**config.mk**
```make
export PLATFORM = sky130hd
export DESIGN_NAME = sig_frame_rx
export DESIGN_NICKNAME = d
export VERILOG_FILES = /design/src/rtl/sig_frame_rx_pkg.sv /design/src/rtl/sig_word_decode.sv /design/src/rtl/sig_frame_rx.sv
export SDC_FILE = /design/constraint.sdc
export NUM_CORES = 1
export LEC_CHECK = 0
export CORE_ASPECT_RATIO = 0.7
export CORE_UTILIZATION = 40
export CTS_CLUSTER_SIZE = 40
export DETAILED_ROUTE_END_ITERATION = 10
export RECOVER_POWER = 100
export REMOVE_ABC_BUFFERS = 1
export SYNTH_ARGS = -nofsm -noshare
export SYNTH_HDL_FRONTEND = slang
export SYNTH_HIERARCHICAL = 1
export SYNTH_SLANG_ARGS = --single-unit
export TNS_END_PERCENT = 20
```
**constraint.sdc**
```tcl
create_clock -name CLK -period 2.2 [get_ports CLK]
set_input_delay 0.44 -clock CLK [delete_from_list [all_inputs] [get_ports CLK]]
set_output_delay 0.44 -clock CLK [all_outputs]
set_load 0.02 [all_outputs]
```
**src/rtl/sig_frame_rx_pkg.sv**
```systemverilog
// Shared definitions for the 4-bit pattern generator and the serial frame receiver.
// Both stages import the pattern constants, so they always agree on the legal words.
package sig_frame_rx_pkg;

    localparam logic [3:0] PAT_M00 = 4'b1001;
    localparam logic [3:0] PAT_M01 = 4'b0110;
    localparam logic [3:0] PAT_M10 = 4'b0101;
    localparam logic [3:0] PAT_M11 = 4'b1111;

    typedef enum logic {
        IDLE = 1'b0,
        RX   = 1'b1
    } rx_state_t;

    typedef logic [1:0] mode_t;

    localparam mode_t MODE_00 = 2'b00;
    localparam mode_t MODE_01 = 2'b01;
    localparam mode_t MODE_10 = 2'b10;
    localparam mode_t MODE_11 = 2'b11;

endpackage

```
**src/rtl/sig_word_decode.sv**
```systemverilog
// Combinational decode of a 4-bit frame word into its 2-bit mode code,
// a legality flag and a match flag against the configured MATCH word.
module sig_word_decode #(
    parameter logic [3:0] MATCH = 4'b0110
) (
    input  logic [3:0] word,
    output logic [1:0] mode,
    output logic       mode_ok,
    output logic       match
);
    import sig_frame_rx_pkg::*;

    // Illegal words fall back to mode 00 with mode_ok low.
    always_comb begin
        mode    = MODE_00;
        mode_ok = 1'b0;
        case (word)
            PAT_M00: begin
                mode    = MODE_00;
                mode_ok = 1'b1;
            end
            PAT_M01: begin
                mode    = MODE_01;
                mode_ok = 1'b1;
            end
            PAT_M10: begin
                mode    = MODE_10;
                mode_ok = 1'b1;
            end
            PAT_M11: begin
                mode    = MODE_11;
                mode_ok = 1'b1;
            end
            default: begin
                mode    = MODE_00;
                mode_ok = 1'b0;
            end
        endcase
    end

    assign match = (word == MATCH);

endmodule

```
**src/rtl/sig_frame_rx.sv**
```systemverilog
// Serial frame receiver: deserializes SIG/SYNC frames into 4-bit words, decodes the mode,
// and hands words to the consumer through a one-entry valid/ready holding register.
module sig_frame_rx #(
    parameter int         CW    = 8,
    parameter logic [3:0] MATCH = 4'b0110
) (
    input  logic          CLK,
    input  logic          RST_N,
    input  logic          SIG,
    input  logic          SYNC,
    input  logic          CLR,
    input  logic          WREADY,
    output logic [3:0]    WORD,
    output logic [1:0]    MODE,
    output logic          MODE_OK,
    output logic          WVALID,
    output logic          SEQ,
    output logic [CW-1:0] MATCH_CNT,
    output logic          FRAME_ERR,
    output logic          OVF
);
    import sig_frame_rx_pkg::*;

    localparam logic [CW-1:0] CNT_MAX = '1;

    rx_state_t   state;
    rx_state_t   next_state;
    logic [1:0]  idx;
    logic [1:0]  next_idx;
    logic [2:0]  shift;
    logic [2:0]  next_shift;
    logic        word_done;
    logic        frame_err_next;

    logic [3:0]  new_word;
    logic [1:0]  new_mode;
    logic        new_mode_ok;
    logic        new_match;
    logic        pop;
    logic        load;

    // Bit 3 is never stored: it is taken straight from SIG on the completing edge.
    assign new_word = {SIG, shift};
    assign pop      = WVALID & WREADY;
    assign load     = word_done & (~WVALID | pop);

    sig_word_decode #(
        .MATCH (MATCH)
    ) u_decode (
        .word    (new_word),
        .mode    (new_mode),
        .mode_ok (new_mode_ok),
        .match   (new_match)
    );

    always_ff @(posedge CLK or negedge RST_N) begin
        if (!RST_N) begin
            state <= IDLE;
            idx   <= 2'd0;
            shift <= 3'd0;
        end else begin
            state <= next_state;
            idx   <= next_idx;
            shift <= next_shift;
        end
    end

    // A SYNC seen mid-frame aborts the partial word and restarts from this cycle's bit.
    always_comb begin
        next_state     = state;
        next_idx       = idx;
        next_shift     = shift;
        word_done      = 1'b0;
        frame_err_next = 1'b0;
        case (state)
            IDLE: begin
                if (SYNC) begin
                    next_shift = {2'b00, SIG};
                    next_idx   = 2'd1;
                    next_state = RX;
                end
            end
            RX: begin
                if (SYNC) begin
                    frame_err_next = 1'b1;
                    next_shift     = {2'b00, SIG};
                    next_idx       = 2'd1;
                end else begin
                    case (idx)
                        2'd1: begin
                            next_shift[1] = SIG;
                            next_idx      = 2'd2;
                        end
                        2'd2: begin
                            next_shift[2] = SIG;
                            next_idx      = 2'd3;
                        end
                        2'd3: begin
                            word_done  = 1'b1;
                            next_idx   = 2'd0;
                            next_state = IDLE;
                        end
                        default: begin
                            next_idx   = 2'd0;
                            next_state = IDLE;
                        end
                    endcase
                end
            end
            default: begin
                next_state = IDLE;
                next_idx   = 2'd0;
            end
        endcase
    end

    // MODE/MODE_OK are captured with the word, so they always track the held WORD.
    always_ff @(posedge CLK or negedge RST_N) begin
        if (!RST_N) begin
            WORD    <= 4'd0;
            MODE    <= 2'd0;
            MODE_OK <= 1'b0;
            WVALID  <= 1'b0;
        end else if (load) begin
            WORD    <= new_word;
            MODE    <= new_mode;
            MODE_OK <= new_mode_ok;
            WVALID  <= 1'b1;
        end else if (pop) begin
            WVALID  <= 1'b0;
        end
    end

    always_ff @(posedge CLK or negedge RST_N) begin
        if (!RST_N) begin
            SEQ       <= 1'b0;
            FRAME_ERR <= 1'b0;
        end else begin
            SEQ       <= word_done & new_match;
            FRAME_ERR <= frame_err_next;
        end
    end

    // Dropped words still count toward the match statistics.
    always_ff @(posedge CLK or negedge RST_N) begin
        if (!RST_N) begin
            MATCH_CNT <= '0;
        end else if (CLR) begin
            MATCH_CNT <= '0;
        end else if (word_done && new_match && (MATCH_CNT != CNT_MAX)) begin
            MATCH_CNT <= MATCH_CNT + 1'b1;
        end
    end

    always_ff @(posedge CLK or negedge RST_N) begin
        if (!RST_N) begin
            OVF <= 1'b0;
        end else if (CLR) begin
            OVF <= 1'b0;
        end else if (word_done && WVALID && !pop) begin
            OVF <= 1'b1;
        end
    end

endmodule

```
==> insert_results.sql, run 1 <==
INSERT INTO impl_metrics (metric_group, metric, value, unit) VALUES
('outcome', 'result_of_the_run', 'complete, no violations', ''),
('placed_design', 'gp_routability_congestion', '0.782', ''),
('finish', 'layout.cells.most_common', 'dfrtp_1', ''),
('power', 'peakVddDrop', '0.412', 'mV'),
('critical_path', 'crit_path_start_kind', 'input pin', ''),
('flow_run', 'drv.max_cap_violation_count', '0', ''),
('routing', 'detail_route.drc_violations', '0', ''),
('timing', 'timing.setup.tns', '0', 'ns'),
('finish', 'finish.utilization', '0.530', ''),
('finish', 'layout.cell_area.non_filler', '1530', 'um^2'),
('timing', 'finalCritPeriodShare', '0.900', ''),
('power', 'power.combinational.fraction', '0.261', ''),
('finish', 'diodes', '0', ''),
('timing', 'timing.final.crit_period', '1.98', 'ns'),
('critical_path', 'critical_path_depth', '6', ''),
('placed_design', 'post-dp-hpwl', '1780', 'um'),
('timing', 'timing.final.hold_violations', '0', ''),
('global_route', 'initial_antenna_violation_count', '0', ''),
('timing', 'max_clock_freq', '505', 'MHz'),
('yosys', 'synthDominantCellAreaShare', '0.502', ''),
('routing', 'number_of_nets_with_antenna_violations_after_detailed_routing', '0', ''),
('timing', 'finalMaxSlewViolations', '0', ''),
('timing', 'worst-slew-pin-transition', '1.32', 'ns'),
('min_path', 'kind_of_path_behind_the_tightest_hold_check', 'reg -> reg', ''),
('yosys', 'yosys_warnings', '6', ''),
('global_route', 'grt_pass1_vias', '836', ''),
('clocking', 'numCtsBuffers', '3', ''),
('finish', 'register_area', '626', 'um^2'),
('global_route', 'remaining_overflow_grt', '0', ''),
('global_route', 'globalRouteTotalUtil', '0.168', ''),
('yosys', 'synth.yosys.seq_area_share', '0.502', ''),
('placed_design', 'cell_area_after_placement', '1540', 'um^2'),
('power', 'power.switching_fraction', '0.307', ''),
('power', 'power.net_switching', '0.356', 'mW'),
('routing', 'drtIter0Drc', '45', ''),
('critical_path', 'worstPathCellList', 'clkdlybuf4s50_1, clkbuf_1, xnor2_1, and3_2, or3_1, mux2_2', ''),
('routing', 'routedWlPerCell', '13.5', 'um'),
('clocking', 'tritoncts', 'done', ''),
('finish', 'multiInputGateArea', '532', 'um^2'),
('finish', 'fillerInstances', '263', ''),
('power', 'share_seq_of_total_power', '0.511', ''),
('critical_path', 'crit_path_max_incr_delay', '0.47', 'ns'),
('floorplan', 'total_die_area', '3350', 'um^2'),
('yosys', 'cells_taking_the_most_area_after_synthesis', 'dfrtp_1 (50%), mux2_2 (7.2%), nor2_1 (4.8%), ha_1 (4.0%), nand2_1 (2.7%)', ''),
('yosys', 'synth_cell_types', '32', ''),
('placed_design', 'portBuffers', '24', ''),
('critical_path', 'critical_path_buf_inv_count', '2', ''),
('yosys', 'mappedNetlistArea', '1250', 'um^2'),
('finish', 'layout.nets', '153', ''),
('routing', 'finalWirelength', '2400', 'um'),
('yosys', 'synth_cells', '113', ''),
('min_path', 'worst_hold_path.num_cells', '2', ''),
('finish', 'layout-area-overhead-vs-synth', '22.7', '%'),
('global_route', 'grt_start_max_net_pins', '26', ''),
('floorplan', 'core_rows', '16', ''),
('routing', 'drt-pass1-iter-count', '4', ''),
('clocking', 'ctsHoldBuffers', '0', ''),
('critical_path', 'endpoint_kind', 'flip-flop', ''),
('critical_path', 'critical-path-slowest-cell', 'clkdlybuf4s50_1', ''),
('floorplan', 'die_w', '68.7', 'um'),
('clocking', 'htreeDepth', '1', ''),
('floorplan', 'floorplan.io_pins', '25', ''),
('floorplan', 'core_region_area', '2880', 'um^2'),
('global_route', 'grt_first_pass_wirelength', '4090', 'um'),
('finish', 'mostFrequentLayoutCells', 'dfrtp_1 (25), dlygate4sd3_1 (20), nor2_1 (16)', ''),
('critical_path', 'cp_data_arrival_time', '2.13', 'ns'),
('power', 'cell_internal_pwr', '0.804', 'mW'),
('power', 'p_leak', '0.758', 'nW'),
('timing', 'skew', '0.00315', 'ns'),
('clocking', 'postCtsResizedCells', '0', ''),
('clocking', 'postCtsSetupRepairBufs', '0', '');
final timing paths:
kind                            startpoint            to  slack [ns]
min in group asynchronous            RST_N     FRAME_ERR        0.92
worst min-delay path                   OVF           OVF        0.50
worst max register to register    shift[1]  MATCH_CNT[5]        0.36
worst min register to register         OVF           OVF        0.50
worst max-delay path                   SIG       MODE_OK        0.22
max in group asynchronous            RST_N       MODE_OK        0.50
layer usage:
layer  track usage  wire length, um  up-vias
met5             0                0        -
met2         0.222             1000       20
met1         0.265             1280      433
met3        0.0566              103        2
li1              -                -      449
met4        0.0306               13        0
registers in the layout (all words and copies together), names as in the netlist:
signal     cells
FRAME_ERR      1
MATCH_CNT      8
MODE           2
MODE_OK        1
OVF            1
SEQ            1
WORD           4
WVALID         1
idx            2
shift          3
state          1
final cells by class:
class	instances	share of cell area
flip-flops and latches	25	0.409
multi-input cells	78	0.348
repair buffers	27	0.164
clock buffers	4	0.0295
well taps	36	0.0295
inverters	8	0.0196
worst reg2reg max path, stage by stage, from the launching register on:
cell	delay [ns]
dfrtp_1	0.44
nand2_1	0.10
nor3_1	0.37
nand4b_4	0.19
inv_1	0.17
o21ai_1	0.09
a221oi_1	0.37
kinds of logic after synthesis:
group | count (synthesis) | share of synthesized area
AOI/OAI and AO/OA | 14 | 0.0843
xor gates and xnor gates | 3 | 0.0211
adders and majority gates | 4 | 0.0402
buffers and inverters | 10 | 0.0392
DFF | 25 | 0.502
muxes | 11 | 0.0964
and+or+nand+nor | 46 | 0.217
power by group through the flow:
stage | Combinational, mW | Clock [mW] | Sequential, mW
detailed placement | 0.335 | 0 | 0.606
global placement | 0.332 | 0 | 0.605
floorplan | 0.131 | 0 | 0.654
finish | 0.302 | 0.265 | 0.592
CTS | 0.336 | 0.274 | 0.600
global route | 0.333 | 0.303 | 0.606
Yosys cell counts:
master / instances
mux2_2: 8
nor2_2: 1
and4bb_2: 1
or3_1: 1
o211ai_1: 1
xor2_1: 2
nand4b_4: 1
nand2_1: 9
and2b_1: 1
nor3_1: 5
mux2i_1: 3
nand4_2: 1
o21ai_0: 3
nand3b_4: 1
nor2_1: 16
o21ai_2: 1
buf_6: 1
ha_1: 4
dfrtp_1: 25
o21ai_1: 1
inv_1: 7
a211oi_1: 3
a21oi_4: 1
inv_2: 1
nand4_1: 1
buf_4: 1
a21oi_1: 3
nand3_1: 5
xnor2_1: 1
and3_4: 1
nor3_2: 2
a221oi_2: 1
per-stage QoR:
step / std cells / worst slack, ns / total power, mW
global placement: 174 / 0.106 / 0.937
detailed placement: 174 / 0.0781 / 0.941
global route: 178 / 0.138 / 1.24
floorplan: 111 / 0.688 / 0.785
finish: 178 / 0.221 / 1.16
CTS: 178 / 0.352 / 1.21
(Power assumes the default switching activity.)
==> inputs of run 2 (changes only) <==
CTS_CLUSTER_SIZE = 24   (was 40)
==> results of run 2 <==
The final DEF is identical to that of run 1; final timing and power are the same.
